<file path="config.mk">
export PLATFORM = sky130hd
export DESIGN_NAME = bus_arbiter_rr4_flat
export DESIGN_NICKNAME = d
export VERILOG_FILES = /design/src/rtl/bus_arbiter_rr4_pkg.sv /design/src/rtl/bus_arbiter_rr4_if.sv /design/src/rtl/bus_arbiter_rr4_pick.sv /design/src/rtl/bus_arbiter_rr4.sv /design/src/flat_wrapper.sv
export SDC_FILE = /design/constraint.sdc
export NUM_CORES = 1
export LEC_CHECK = 0
export BUFFER_PORTS_ARGS = -buffer_cell sky130_fd_sc_hd__buf_4
export CORE_AREA = 2 2 53 55
export DETAILED_ROUTE_END_ITERATION = 7
export DIE_AREA = 0 0 55 57
export PLACE_DENSITY_LB_ADDON = 0.05
export SYNTH_ARGS = -nofsm -noshare
export SYNTH_HDL_FRONTEND = slang
export SYNTH_SLANG_ARGS = --single-unit
</file>
<file path="constraint.sdc">
create_clock -name clk -period 2.2 [get_ports clk]
set_input_delay 0.33 -clock clk [delete_from_list [all_inputs] [get_ports clk]]
set_output_delay 0.33 -clock clk [all_outputs]
set_load 0.005 [all_outputs]
</file>
<file path="src/rtl/bus_arbiter_rr4_pkg.sv">
// Purpose: shared definitions for the four-requester round-robin bus arbiter:
//          requester count, select width, FSM state encoding and small index
//          helpers used by the arbiter top, the picker and the bus interface.
// Ports:   none (package).
package arb_defs;

  localparam int unsigned NREQ  = 4;
  localparam int unsigned SEL_W = 2;

  typedef logic [NREQ-1:0]  req_vec_t;
  typedef logic [SEL_W-1:0] idx_t;

  typedef enum logic {
    ST_IDLE = 1'b0,
    ST_BUSY = 1'b1
  } arb_state_t;

  // Next requester index; the 2-bit width gives the 3 -> 0 wrap for free.
  function automatic idx_t idx_inc(input idx_t i);
    return i + idx_t'(1);
  endfunction

  function automatic req_vec_t idx_onehot(input idx_t i);
    return req_vec_t'(1) << i;
  endfunction

endpackage

</file>
<file path="src/rtl/bus_arbiter_rr4_if.sv">
// Purpose: request/grant/handshake bundle between four requesters, the shared
//          target and the round-robin arbiter.
// Signals: req[4]      per-requester request, level, held until acknowledged
//          lock[4]     owner keeps the bus for its next transfer
//          ack         target accepted the current transfer
//          gnt[4]      one-hot grant, zero when idle
//          sel[2]      downstream data mux select (current/last owner)
//          valid       shared bus transfer valid
//          timeout_err one-cycle pulse on watchdog abort
//          err_id[2]   owner captured at the last abort
// Modports: master = arbiter side, slave = requesters/target side.
interface bus_arbiter_rr4_if;
  import arb_defs::*;

  req_vec_t req;
  req_vec_t lock;
  logic     ack;
  req_vec_t gnt;
  idx_t     sel;
  logic     valid;
  logic     timeout_err;
  idx_t     err_id;

  modport master (
    input  req, lock, ack,
    output gnt, sel, valid, timeout_err, err_id
  );

  modport slave (
    output req, lock, ack,
    input  gnt, sel, valid, timeout_err, err_id
  );

endinterface

</file>
<file path="src/rtl/bus_arbiter_rr4_pick.sv">
// Purpose: combinational round-robin picker. Returns the first set request
//          bit scanning ptr, ptr+1, ... modulo four.
// Ports:   req[4] in  request vector
//          ptr[2] in  index holding top priority
//          hit    out at least one request set
//          idx[2] out winning requester (equals ptr when no hit)
module rr_pick4
  import arb_defs::*;
(
  input  req_vec_t req,
  input  idx_t     ptr,
  output logic     hit,
  output idx_t     idx
);

  idx_t cand;

  // Scan from the lowest priority upwards so the last assignment made is the
  // highest-priority hit; avoids a separate "found" flag.
  always_comb begin
    hit  = 1'b0;
    idx  = ptr;
    cand = ptr;
    for (int unsigned j = 0; j < NREQ; j++) begin
      cand = ptr + idx_t'(NREQ - 1 - j);
      if (req[cand]) begin
        hit = 1'b1;
        idx = cand;
      end
    end
  end

endmodule

</file>
<file path="src/rtl/bus_arbiter_rr4.sv">
// Purpose: round-robin arbiter sharing one 32-bit datapath between four
//          requesters. Drives the downstream mux select and the valid/ack
//          handshake to the target, supports per-requester bus lock and
//          aborts grants the target never acknowledges.
// Ports:   clk   in  clock, all state on rising edge
//          rst_n in  asynchronous active-low reset
//          bus   master modport of bus_arbiter_rr4_if (req, lock, ack in;
//                gnt, sel, valid, timeout_err, err_id out; all registered)
// Params:  TIMEOUT_CYCLES busy cycles without ack before abort (1..2**CNT_W-1)
//          CNT_W          watchdog counter width
//          RESET_PTR      requester holding top priority after reset (0..3)
module bus_arbiter_rr4
  import arb_defs::*;
#(
  parameter int unsigned TIMEOUT_CYCLES = 15,
  parameter int unsigned CNT_W          = 4,
  parameter int unsigned RESET_PTR      = 0
) (
  input  logic               clk,
  input  logic               rst_n,
  bus_arbiter_rr4_if.master  bus
);

  arb_state_t       state_q, state_d;
  idx_t             ptr_q,   ptr_d;
  logic [CNT_W-1:0] cnt_q,   cnt_d;
  req_vec_t         gnt_q,   gnt_d;
  idx_t             sel_q,   sel_d;
  logic             valid_q, valid_d;
  logic             terr_q,  terr_d;
  idx_t             errid_q, errid_d;

  idx_t scan_ptr;
  logic pick_hit;
  idx_t pick_idx;
  logic own_req;
  logic own_lock;

  // sel_q doubles as the current owner while busy.
  assign own_req  = bus.req[sel_q];
  assign own_lock = bus.lock[sel_q];

  // While busy the only pick that matters is the hand-over on ack, which
  // starts scanning just past the owner; the owner therefore comes last and
  // is re-picked only when it is the sole requester.
  assign scan_ptr = (state_q == ST_BUSY) ? idx_inc(sel_q) : ptr_q;

  rr_pick4 u_pick (
    .req (bus.req),
    .ptr (scan_ptr),
    .hit (pick_hit),
    .idx (pick_idx)
  );

  always_ff @(posedge clk or negedge rst_n) begin
    if (!rst_n) begin
      state_q <= ST_IDLE;
      ptr_q   <= idx_t'(RESET_PTR);
      cnt_q   <= '0;
      gnt_q   <= '0;
      sel_q   <= '0;
      valid_q <= 1'b0;
      terr_q  <= 1'b0;
      errid_q <= '0;
    end else begin
      state_q <= state_d;
      ptr_q   <= ptr_d;
      cnt_q   <= cnt_d;
      gnt_q   <= gnt_d;
      sel_q   <= sel_d;
      valid_q <= valid_d;
      terr_q  <= terr_d;
      errid_q <= errid_d;
    end
  end

  always_comb begin
    state_d = state_q;
    ptr_d   = ptr_q;
    cnt_d   = cnt_q;
    gnt_d   = gnt_q;
    sel_d   = sel_q;
    valid_d = valid_q;
    terr_d  = 1'b0;
    errid_d = errid_q;

    unique case (state_q)
      ST_IDLE: begin
        // ack while idle is ignored; sel keeps the last owner.
        if (pick_hit) begin
          state_d = ST_BUSY;
          sel_d   = pick_idx;
          gnt_d   = idx_onehot(pick_idx);
          valid_d = 1'b1;
          cnt_d   = '0;
        end
      end

      ST_BUSY: begin
        if (bus.ack) begin
          // ack takes precedence over a watchdog expiry in the same cycle.
          cnt_d = '0;
          if (!(own_lock && own_req)) begin
            ptr_d = idx_inc(sel_q);
            if (pick_hit) begin
              sel_d = pick_idx;
              gnt_d = idx_onehot(pick_idx);
            end else begin
              state_d = ST_IDLE;
              gnt_d   = '0;
              valid_d = 1'b0;
            end
          end
        end else if (!own_req) begin
          ptr_d   = idx_inc(sel_q);
          state_d = ST_IDLE;
          gnt_d   = '0;
          valid_d = 1'b0;
          cnt_d   = '0;
        end else if (cnt_q == CNT_W'(TIMEOUT_CYCLES - 1)) begin
          // This busy cycle is the TIMEOUT_CYCLES-th without ack. Dropping
          // to IDLE yields the idle cycle before any regrant.
          ptr_d   = idx_inc(sel_q);
          state_d = ST_IDLE;
          gnt_d   = '0;
          valid_d = 1'b0;
          cnt_d   = '0;
          terr_d  = 1'b1;
          errid_d = sel_q;
        end else begin
          cnt_d = cnt_q + CNT_W'(1);
        end
      end

      default: begin
        state_d = ST_IDLE;
        gnt_d   = '0;
        valid_d = 1'b0;
      end
    endcase
  end

  assign bus.gnt         = gnt_q;
  assign bus.sel         = sel_q;
  assign bus.valid       = valid_q;
  assign bus.timeout_err = terr_q;
  assign bus.err_id      = errid_q;

endmodule
</file>
<file path="src/flat_wrapper.sv">
// flat-port wrapper written by rule: the top's interface ports become plain ports
module bus_arbiter_rr4_flat import arb_defs::*;
#(
  parameter int unsigned TIMEOUT_CYCLES = 15,
  parameter int unsigned CNT_W          = 4,
  parameter int unsigned RESET_PTR      = 0
)
  (clk, rst_n, bus_req, bus_lock, bus_ack, bus_gnt, bus_sel, bus_valid, bus_timeout_err, bus_err_id);
  bus_arbiter_rr4_if bus_i ();
  input  logic clk;
  input  logic rst_n;
  input wire logic [$bits(bus_i.req)-1:0] bus_req;
  input wire logic [$bits(bus_i.lock)-1:0] bus_lock;
  input wire logic [$bits(bus_i.ack)-1:0] bus_ack;
  output wire logic [$bits(bus_i.gnt)-1:0] bus_gnt;
  output wire logic [$bits(bus_i.sel)-1:0] bus_sel;
  output wire logic [$bits(bus_i.valid)-1:0] bus_valid;
  output wire logic [$bits(bus_i.timeout_err)-1:0] bus_timeout_err;
  output wire logic [$bits(bus_i.err_id)-1:0] bus_err_id;
  assign bus_i.req = bus_req;
  assign bus_i.lock = bus_lock;
  assign bus_i.ack = bus_ack;
  assign bus_gnt = bus_i.gnt;
  assign bus_sel = bus_i.sel;
  assign bus_valid = bus_i.valid;
  assign bus_timeout_err = bus_i.timeout_err;
  assign bus_err_id = bus_i.err_id;
  bus_arbiter_rr4 #(.TIMEOUT_CYCLES(TIMEOUT_CYCLES), .CNT_W(CNT_W), .RESET_PTR(RESET_PTR)) u_core (.clk(clk), .rst_n(rst_n), .bus(bus_i));
endmodule
</file>
==> results_dict.tcl, run 1 <==
set metrics [dict create \
    ant_nets 0 \
    synth_top_family_by_area "compound AO/OA/AOI/OAI gates" \
    grt_pass1_wl_um 4070 \
    muxShareOfSynthArea_pct 9.81 \
    hp-class "in2reg" \
    ys_warn_count 0 \
    vdd_drop_max_mv 0.510 \
    crit_arrival_ns 2.16 \
    fin_worst_skew_ns 0.00279 \
    die_area_mm2 0.00314 \
    core_mm2 0.00262 \
    critPathRequiredTime_ns 2.38 \
    n_antenna_cell 0 \
    critPathCapture "u_core.bus.sel[1]" \
    start_util_pct 37.6 \
    crit_start "u_core.bus.sel[0]" \
    crit_path_end_kind "register" \
    path_max_fanout 8 \
    worst_slew_pin_slew_ns 0.474 \
    fin_tns_setup_ns 0 \
    synth_area_leaders "dfrtp_1 43%, nand2_1 6.5%, o21ai_0 5.6%" \
    hold_viol 0 \
    ys_ff_latch 17 \
    io_pins 21 \
    avgSynthCellArea_um2 9.44 \
    dp.cells 153 \
    outcome "completed" \
    synth.top_cell.area_share_pct 43.3 \
    grt_overflow 0 \
    fmax_mhz 504 \
    clockBufferDepth 2 \
    gp_congestion 0.789 \
    synth_area_leader_cell "dfrtp_1" \
    grt_start_max_net_pins 18 \
    viasPerCell 5.54 \
    clock_latency_ns 0.28 \
    io_buffers 20 \
    firstDrtPassIters 4 \
    setup_viol 0 \
    cap_violations 0 \
    post_dp_cell_area_mm2 0.00116 \
    slew_viol_final 0 \
    final_area_mm2 0.00120 \
    rows 19 \
    die_w_um 55 \
    wl_um 2340 \
    slew_headroom_pct 68.4 \
    fill_cells 279 \
    cts-root-buf "clkbuf_4" \
    seqCellArea_um2 425 \
    drc 0 \
    finish.net_count 139 \
    syn_to_final_growth_pct 21.9 \
    p_per_area_mw_per_mm2 1150 \
    postSynthCellCount 104 \
    synthArstFlopShare_pct 100 \
    track_usage_pct 17.7 \
    path_class "reg2reg" \
    p_leak_nw 0.546 \
    synthAdderAreaFrac_pct 0 \
    instances_no_fill 158 \
    worstReg2RegStart "u_core.bus.sel[0]" \
    period_needed_ns 1.98 \
    drt_iter0_drc 22 \
    ys_seq_area_share_pct 43.3 \
    cts.clk_slew.worst_paths_ns 0.10 \
    clock_sinks 17 \
    grt_antenna_before_repair 0 \
    synthTopCellsByCount "17 x dfrtp_1, 17 x nand2_1, 11 x o21ai_0" \
    synth_simple_gate_area_share_pct 17.3 \
    htreeDepth 1 \
    rsz0062_at_grt "false" \
    via_count 875 \
    cts_tree "built" \
    min_from "bus_ack" \
    synth_xor_area_share_pct 0.892 \
    synth-compound-area-share_pct 25.0 \
    multiInputGateArea_um2 520 \
    synth.distinct_cells 37 \
    die_h_um 57 \
    reg2reg_depth 5 \
    netlist_area_um2 982 \
    synth_edf_count 0 \
    r2r_end "u_core.bus.sel[1]" \
    dp_hpwl_um 1790 \
    grt_pass1_vias 840 \
    post-route-util_pct 45.8 \
    wl_per_cell_um 14.8 \
    finalCritPeriodShare_pct 90.2 \
    synth_fp_nets 115 \
    crit_path_start_kind "register" \
    r2r_slack_ns 0.22 \
    drive_gt1_share_pct 25.2 \
    ys.flop_type "dfrtp_1" \
    cts_made_buffers 3 \
]
## kinds of logic after synthesis
kind of cell,count (synthesis)
AOI/OAI and AO/OA,36
xor gates and xnor gates,1
buffers and inverters,7
DFF,17
muxes,7
and+or+nand+nor,36
## stage by stage
step | total power [mW] | worst slack [ns] | hold slack, ns
after detailed placement | 1.22 | 0.238 | 0.214
after global routing | 1.52 | 0.0932 | 0.401
after global placement | 1.20 | 0.299 | 0.208
final | 1.38 | 0.215 | 0.390
after CTS | 1.39 | 0.208 | 0.376
after floorplan | 1.01 | 0.376 | 0.0344
## sequential cells by signal, summed over array words and instances (netlist names)
| signal | count |
|---|---|
| u_core.bus.err_id | 2 |
| u_core.ptr_q | 2 |
| u_core.cnt_q | 4 |
| u_core.bus.gnt | 4 |
| u_core.bus.valid | 1 |
| u_core.state_q | 1 |
| u_core.bus.sel | 2 |
| u_core.bus.timeout_err | 1 |
## power breakdown
| part | total (mW) | switching (mW) | internal [mW] |
|---|---|---|---|
| clock network | 0.166 | 0.0956 | 0.0703 |
| logic | 0.685 | 0.351 | 0.334 |
| registers | 0.528 | 0.129 | 0.399 |
| total | 1.38 | 0.575 | 0.804 |
## final cells by class
class,instances,share of cell area [%]
well taps,31,3.24
multi-input cells,80,43.5
repair buffers,23,14.6
inverters,3,0.940
flip-flops and latches,17,35.5
clock buffers,4,2.19
## layout by cell type, fill, tap and decap left out, drive strengths merged, types with 4 or more instances in the layout
master  count
nor2        5
a21oi       7
buf        22
o21ai      12
nand2      19
mux2i       4
clkbuf      4
dfrtp      17
## worst max-delay path, stage by stage, from the launching register on
cell	delay, ns
dfrtp_1	0.54
mux4_2	0.62
nand2_2	0.10
nand2_2	0.08
a21oi_4	0.20
mux2_2	0.35
## how the worst min path moves through the flow
| stage | slack [ns] | end | depth (start not counted) |
|---|---|---|---|
| after floorplan | 0.03 | u_core.bus.err_id[0] | 0 |
| after global placement | 0.21 | u_core.cnt_q[1] | 1 |
| after detailed placement | 0.21 | u_core.cnt_q[1] | 1 |
| after CTS | 0.38 | u_core.state_q | 3 |
| after global routing | 0.40 | u_core.state_q | 3 |
| final | 0.39 | u_core.state_q | 3 |
## routing by layer
metal / share of wire [%] / track usage, % / vias to the layer above
met3: 3.7 / 3.14 / 2
met4: 0.56 / 5.23 / 0
li1: - / - / 429
met5: 0 / 0 / -
met1: 49 / 25.9 / 428
met2: 46 / 26.7 / 16
## timing repair
action | 4_1_cts | 5_1_grt
hold buffers | 1 | 0
endpoints found under the hold margin | 17 | 0
gates resized for setup | 0 | 0
buffers inserted | 0 | 0
Power figures use the tool's default switching activity.
==> inputs of run 2 (changes only) <==
==> constraint.sdc (replaced) <==
create_clock -name clk -period 2.4 [get_ports clk]
set_input_delay 0.36 -clock clk [delete_from_list [all_inputs] [get_ports clk]]
set_output_delay 0.36 -clock clk [all_outputs]
set_load 0.005 [all_outputs]
==> results_dict.tcl, run 2 (synthesis results as in run 1) <==
set metrics [dict create \
    worst_slew_pin_slew_ns 0.554 \
    vdd_drop_max_mv 0.587 \
    fin_tns_setup_ns 0 \
    netSwitchingPower_mw 0.518 \
    cap_violations 0 \
    fmax_mhz 511 \
    cts_made_buffers 3 \
    fill_cells 269 \
    combPwrFrac_pct 47.6 \
    rsz0062_at_grt "false" \
    htreeDepth 1 \
    layout_common_cells "21 x buf_4, 17 x nand2_1, 17 x dfrtp_1" \
    viasPerCell 5.60 \
    outcome "completed" \
    r2r_slack_ns 0.44 \
    cts_tree "built" \
    met3_usage_pct 2.88 \
    finish.net_count 138 \
    post-route-util_pct 45.5 \
    cts_resized 0 \
    grt_overflow 0 \
    hold_path_end "u_core.state_q" \
    clockBufferDepth 2 \
    wl_um 2270 \
    p_leak_nw 0.541 \
    crit_top_cell "nand2_2" \
    clock_latency_ns 0.29 \
    critPathRequiredTime_ns 2.59 \
    rows 19 \
    path_class "reg2reg" \
    grt_start_max_net_pins 18 \
    worst_hold_slack_ns 0.427 \
    slowest_stage "mux4_2" \
    hp-class "in2reg" \
    worstReg2RegStart "u_core.bus.sel[0]" \
    die_h_um 57 \
    pwr-share-seq_pct 40.1 \
    finalCritPeriodShare_pct 81.5 \
    r2r_end "u_core.bus.sel[1]" \
    cts.clk_slew.worst_paths_ns 0.09 \
    path_max_fanout 8 \
    gp_congestion 0.876 \
    die_area_mm2 0.00314 \
    ctsHoldBuffers 1 \
    min_from "bus_ack" \
    mostFrequentLayoutCell "buf_4" \
    io_buffers 20 \
    drt_iter0_drc 29 \
    grt_busiest_layer "met1" \
    p_per_area_mw_per_mm2 1050 \
    p_int_mw 0.729 \
    hold_depth 3 \
    crit_arrival_ns 2.15 \
    io_pins 21 \
    gr-usage-met2_pct 22.3 \
    clkPwrFrac_pct 12.3 \
    die_w_um 55 \
    drc 0 \
    crit_path_end_kind "register" \
    cts_setup_buffers 0 \
    dp_hpwl_um 1730 \
    grt_antenna_before_repair 0 \
    grt_pass1_wl_um 3580 \
    cp_cell_sequence "mux4_2 -> nand2_2 -> nand2_2 -> a21oi_4 -> mux2_2" \
    drive_gt1_share_pct 24.6 \
    setup_viol 0 \
    start_util_pct 37.6 \
    firstDrtPassIters 4 \
    n_antenna_cell 0 \
    core_mm2 0.00262 \
    crit_path_start_kind "register" \
    period_needed_ns 1.96 \
    slew_headroom_pct 63.0 \
    slew_viol_final 0 \
    grt_pass1_vias 731 \
    met1_usage_pct 24.2 \
    syn_to_final_growth_pct 21.1 \
    slowest_delay_ns 0.61 \
    via_count 879 \
    track_usage_pct 16.1 \
    hold_viol 0 \
    clock_sinks 17 \
    swShare_pct 41.6 \
    fin_worst_skew_ns 0.00224 \
    cts-root-buf "clkbuf_4" \
    wl_per_cell_um 14.5 \
    ant_nets 0 \
    reg2reg_depth 5 \
]
==> run 2: cell types whose count changed in the layout (fill, tap and decap cells not counted), sizes merged <==
cell	before	now
buf	22	21
==> run 2: worst max-delay path, delay by kind of cell (launching register included) <==
| family | cells | cell delay [ns] |
|---|---|---|
| flops | 1 | 0.52 |
| simple gates | 2 | 0.17 |
| mux | 2 | 0.96 |
| compound gates | 1 | 0.20 |
==> run 2: power by group through the flow <==
| stage | Combinational (mW) | Sequential (mW) | Clock (mW) |
|---|---|---|---|
| CTS | 0.599 | 0.501 | 0.155 |
| floorplan | 0.498 | 0.427 | 0 |
| global route | 0.663 | 0.523 | 0.169 |
| global placement | 0.593 | 0.499 | 0 |
| finish | 0.593 | 0.500 | 0.153 |
| detailed placement | 0.598 | 0.507 | 0 |
==> run 2: per-layer routing <==
layer  share of wire [%]  wire length, um
met3                 7.0              159
met4                 1.5               35
met1                  47             1070
met2                  45             1010
met5                   0                0
==> run 2: cell type report <==
cell class,instances,area (um^2),area share [%]
inverter,3,11.3,0.946
tap,31,38.8,3.26
multi-input combinational,80,520,43.7
timing repair buffer,22,168,14.1
clock buffer,4,26.3,2.21
sequential,17,425,35.8
==> run 2: metrics by stage <==
stage	cell area, um^2	setup slack (ns)	power, mW	std cells
final	1190	0.443	1.25	157
after global routing	1190	0.313	1.35	157
after CTS	1190	0.416	1.26	157
after detailed placement	1150	0.433	1.11	152
after global placement	1150	0.494	1.09	152
after floorplan	982	0.576	0.925	104
==> run 2: worst max-delay path by stage <==
stage,startpoint,to,slack (ns),cells past startpoint
after CTS,u_core.bus.sel[0],u_core.bus.sel[1],0.42,5
after global routing,u_core.bus.sel[0],u_core.bus.sel[1],0.31,5
after detailed placement,u_core.bus.sel[0],u_core.bus.sel[1],0.43,5
after global placement,u_core.bus.sel[0],u_core.bus.sel[1],0.49,5
after floorplan,u_core.bus.sel[0],u_core.bus.sel[1],0.58,6
final,u_core.bus.sel[0],u_core.bus.sel[1],0.44,5
==> inputs of run 3 (changes only) <==
==> constraint.sdc (replaced) <==
create_clock -name clk -period 1.6 [get_ports clk]
set_input_delay 0.24 -clock clk [delete_from_list [all_inputs] [get_ports clk]]
set_output_delay 0.24 -clock clk [all_outputs]
set_load 0.005 [all_outputs]
==> results_dict.tcl, run 3 (synthesis results as in run 1) <==
set metrics [dict create \
    wl_met1_um 1150 \
    wl_met3_um 135 \
    wl_um 2570 \
    outcome "finished, violations left" \
    rsz0062_at_grt "true" \
    clockBufferDepth 2 \
    p_per_area_mw_per_mm2 1700 \
    slew_viol_final 0 \
    firstDrtPassIters 4 \
    dp_hpwl_um 1880 \
    clock_sinks 17 \
    ant_nets 0 \
    p_leak_nw 0.652 \
    fill_cells 249 \
    period_needed_ns 1.74 \
    fin_tns_setup_ns -0.849 \
    n_antenna_cell 0 \
    fin_worst_skew_ns 0.00131 \
    start_util_pct 37.6 \
    place_ws_ns -0.226 \
    mostFrequentLayoutCell "buf_4" \
    cap_violations 0 \
    finalCritPeriodShare_pct 109 \
    viasPerCell 5.54 \
    drive_gt1_share_pct 43.8 \
    crit_arrival_ns 1.92 \
    grt_pass1_wl_um 4000 \
    die_area_mm2 0.00314 \
    gp_congestion 0.812 \
    path_class "reg2reg" \
    drt_iter0_drc 40 \
    clock_latency_ns 0.29 \
    grt_start_max_net_pins 18 \
    vdd_drop_max_mv 1.01 \
    finish.net_count 156 \
    hold_viol 0 \
    r2r_slack_ns -0.14 \
    drc 0 \
    fmax_mhz 576 \
    setup_viol 13 \
    hp-class "in2async" \
    grt_antenna_before_repair 0 \
    routed-wl-met2_um 1240 \
    cts.clk_slew.worst_paths_ns 0.10 \
    cts_tree "built" \
    grt_overflow 0 \
    core_mm2 0.00262 \
    post_dp_cell_area_mm2 0.00128 \
    io_buffers 20 \
    syn_to_final_growth_pct 45.9 \
    path_max_fanout 5 \
    layout_common_cells "38 x buf_4, 17 x nand2_1, 14 x dfrtp_1" \
    cts-root-buf "clkbuf_4" \
    crit_path_end_kind "register" \
    track_usage_pct 17.4 \
    rows 19 \
    via_count 970 \
    final_area_mm2 0.00143 \
    top_layer_used "met4" \
    die_w_um 55 \
    grt_pass1_vias 893 \
    crit_path_start_kind "register" \
    wl_per_cell_um 14.7 \
    io_pins 21 \
    htreeDepth 1 \
    timing.final.ws_setup_ns -0.137 \
    critPathRequiredTime_ns 1.78 \
    worst_slew_pin_slew_ns 0.350 \
    violations "setup timing" \
    cts_made_buffers 3 \
    slew_headroom_pct 76.4 \
    die_h_um 57 \
]
==> run 3: what timing repair did <==
item	4_1_cts	5_1_grt
hold buffers	1	0
endpoints found under the hold margin	17	0
setup buffers	0	1
resized for setup	7	14
pin swaps	2	8
setup endpoints to repair	15	15
gates cloned	0	0
==> run 3: report_power, final <==
part | leakage [nW] | internal [mW] | switching, mW | total (mW)
combinational | 0.418 | 0.810 | 0.666 | 1.48
clock | 0.0177 | 0.0928 | 0.141 | 0.234
sequential | 0.216 | 0.557 | 0.165 | 0.722
==> run 3: path summary, 6_finish.rpt <==
| kind | startpoint | end | cells after the start |
|---|---|---|---|
| setup / recovery | u_core.bus.sel[0] | u_core.bus.sel[1] | 5 |
| hold / removal | rst_n | u_core.cnt_q[3] | 2 |
| setup reg to reg | u_core.bus.sel[0] | u_core.bus.sel[1] | 5 |
| hold reg to reg | u_core.bus.err_id[1] | u_core.bus.err_id[1] | 2 |
| max in group asynchronous | rst_n | u_core.bus.sel[1] | 2 |
| min in group clk | bus_ack | u_core.bus.valid | 4 |
==> run 3: through the flow <==
stage / hold WS, ns / instances / total power, mW / utilization, %
2_1_floorplan: -0.0556 / 104 / 1.40 / -
3_3_place_gp: 0.119 / 169 / 1.88 / 49.1
3_5_place_dp: 0.123 / 169 / 1.89 / 49.1
4_1_cts: 0.345 / 174 / 2.21 / 51.7
5_1_grt: 0.365 / 175 / 2.61 / 54.8
6_report: 0.346 / 175 / 2.43 / 54.8
==> run 3: routing by layer <==
metal	vias to the layer above	track usage [%]
li1	461	-
met1	472	24.2
met2	33	26.2
met3	4	3.14
met4	0	7.67
met5	-	0
==> run 3: layout make-up <==
type | count | area [um^2] | share of cell area [%]
Multi-Input combinational cell | 80 | 619 | 43.2
Sequential cell | 17 | 429 | 30.0
Timing Repair Buffer | 40 | 307 | 21.4
Tap cell | 31 | 38.8 | 2.71
Clock buffer | 3 | 22.5 | 1.57
Inverter | 3 | 11.3 | 0.786
Clock inverter | 1 | 5.00 | 0.349
==> run 3: worst max-delay path, stage by stage, from the launching register on <==
cell and delay, ns:
dfrtp_2 0.45, mux4_2 0.59, nand2_2 0.09, nand2_2 0.07, a21oi_4 0.14, mux2_4 0.31
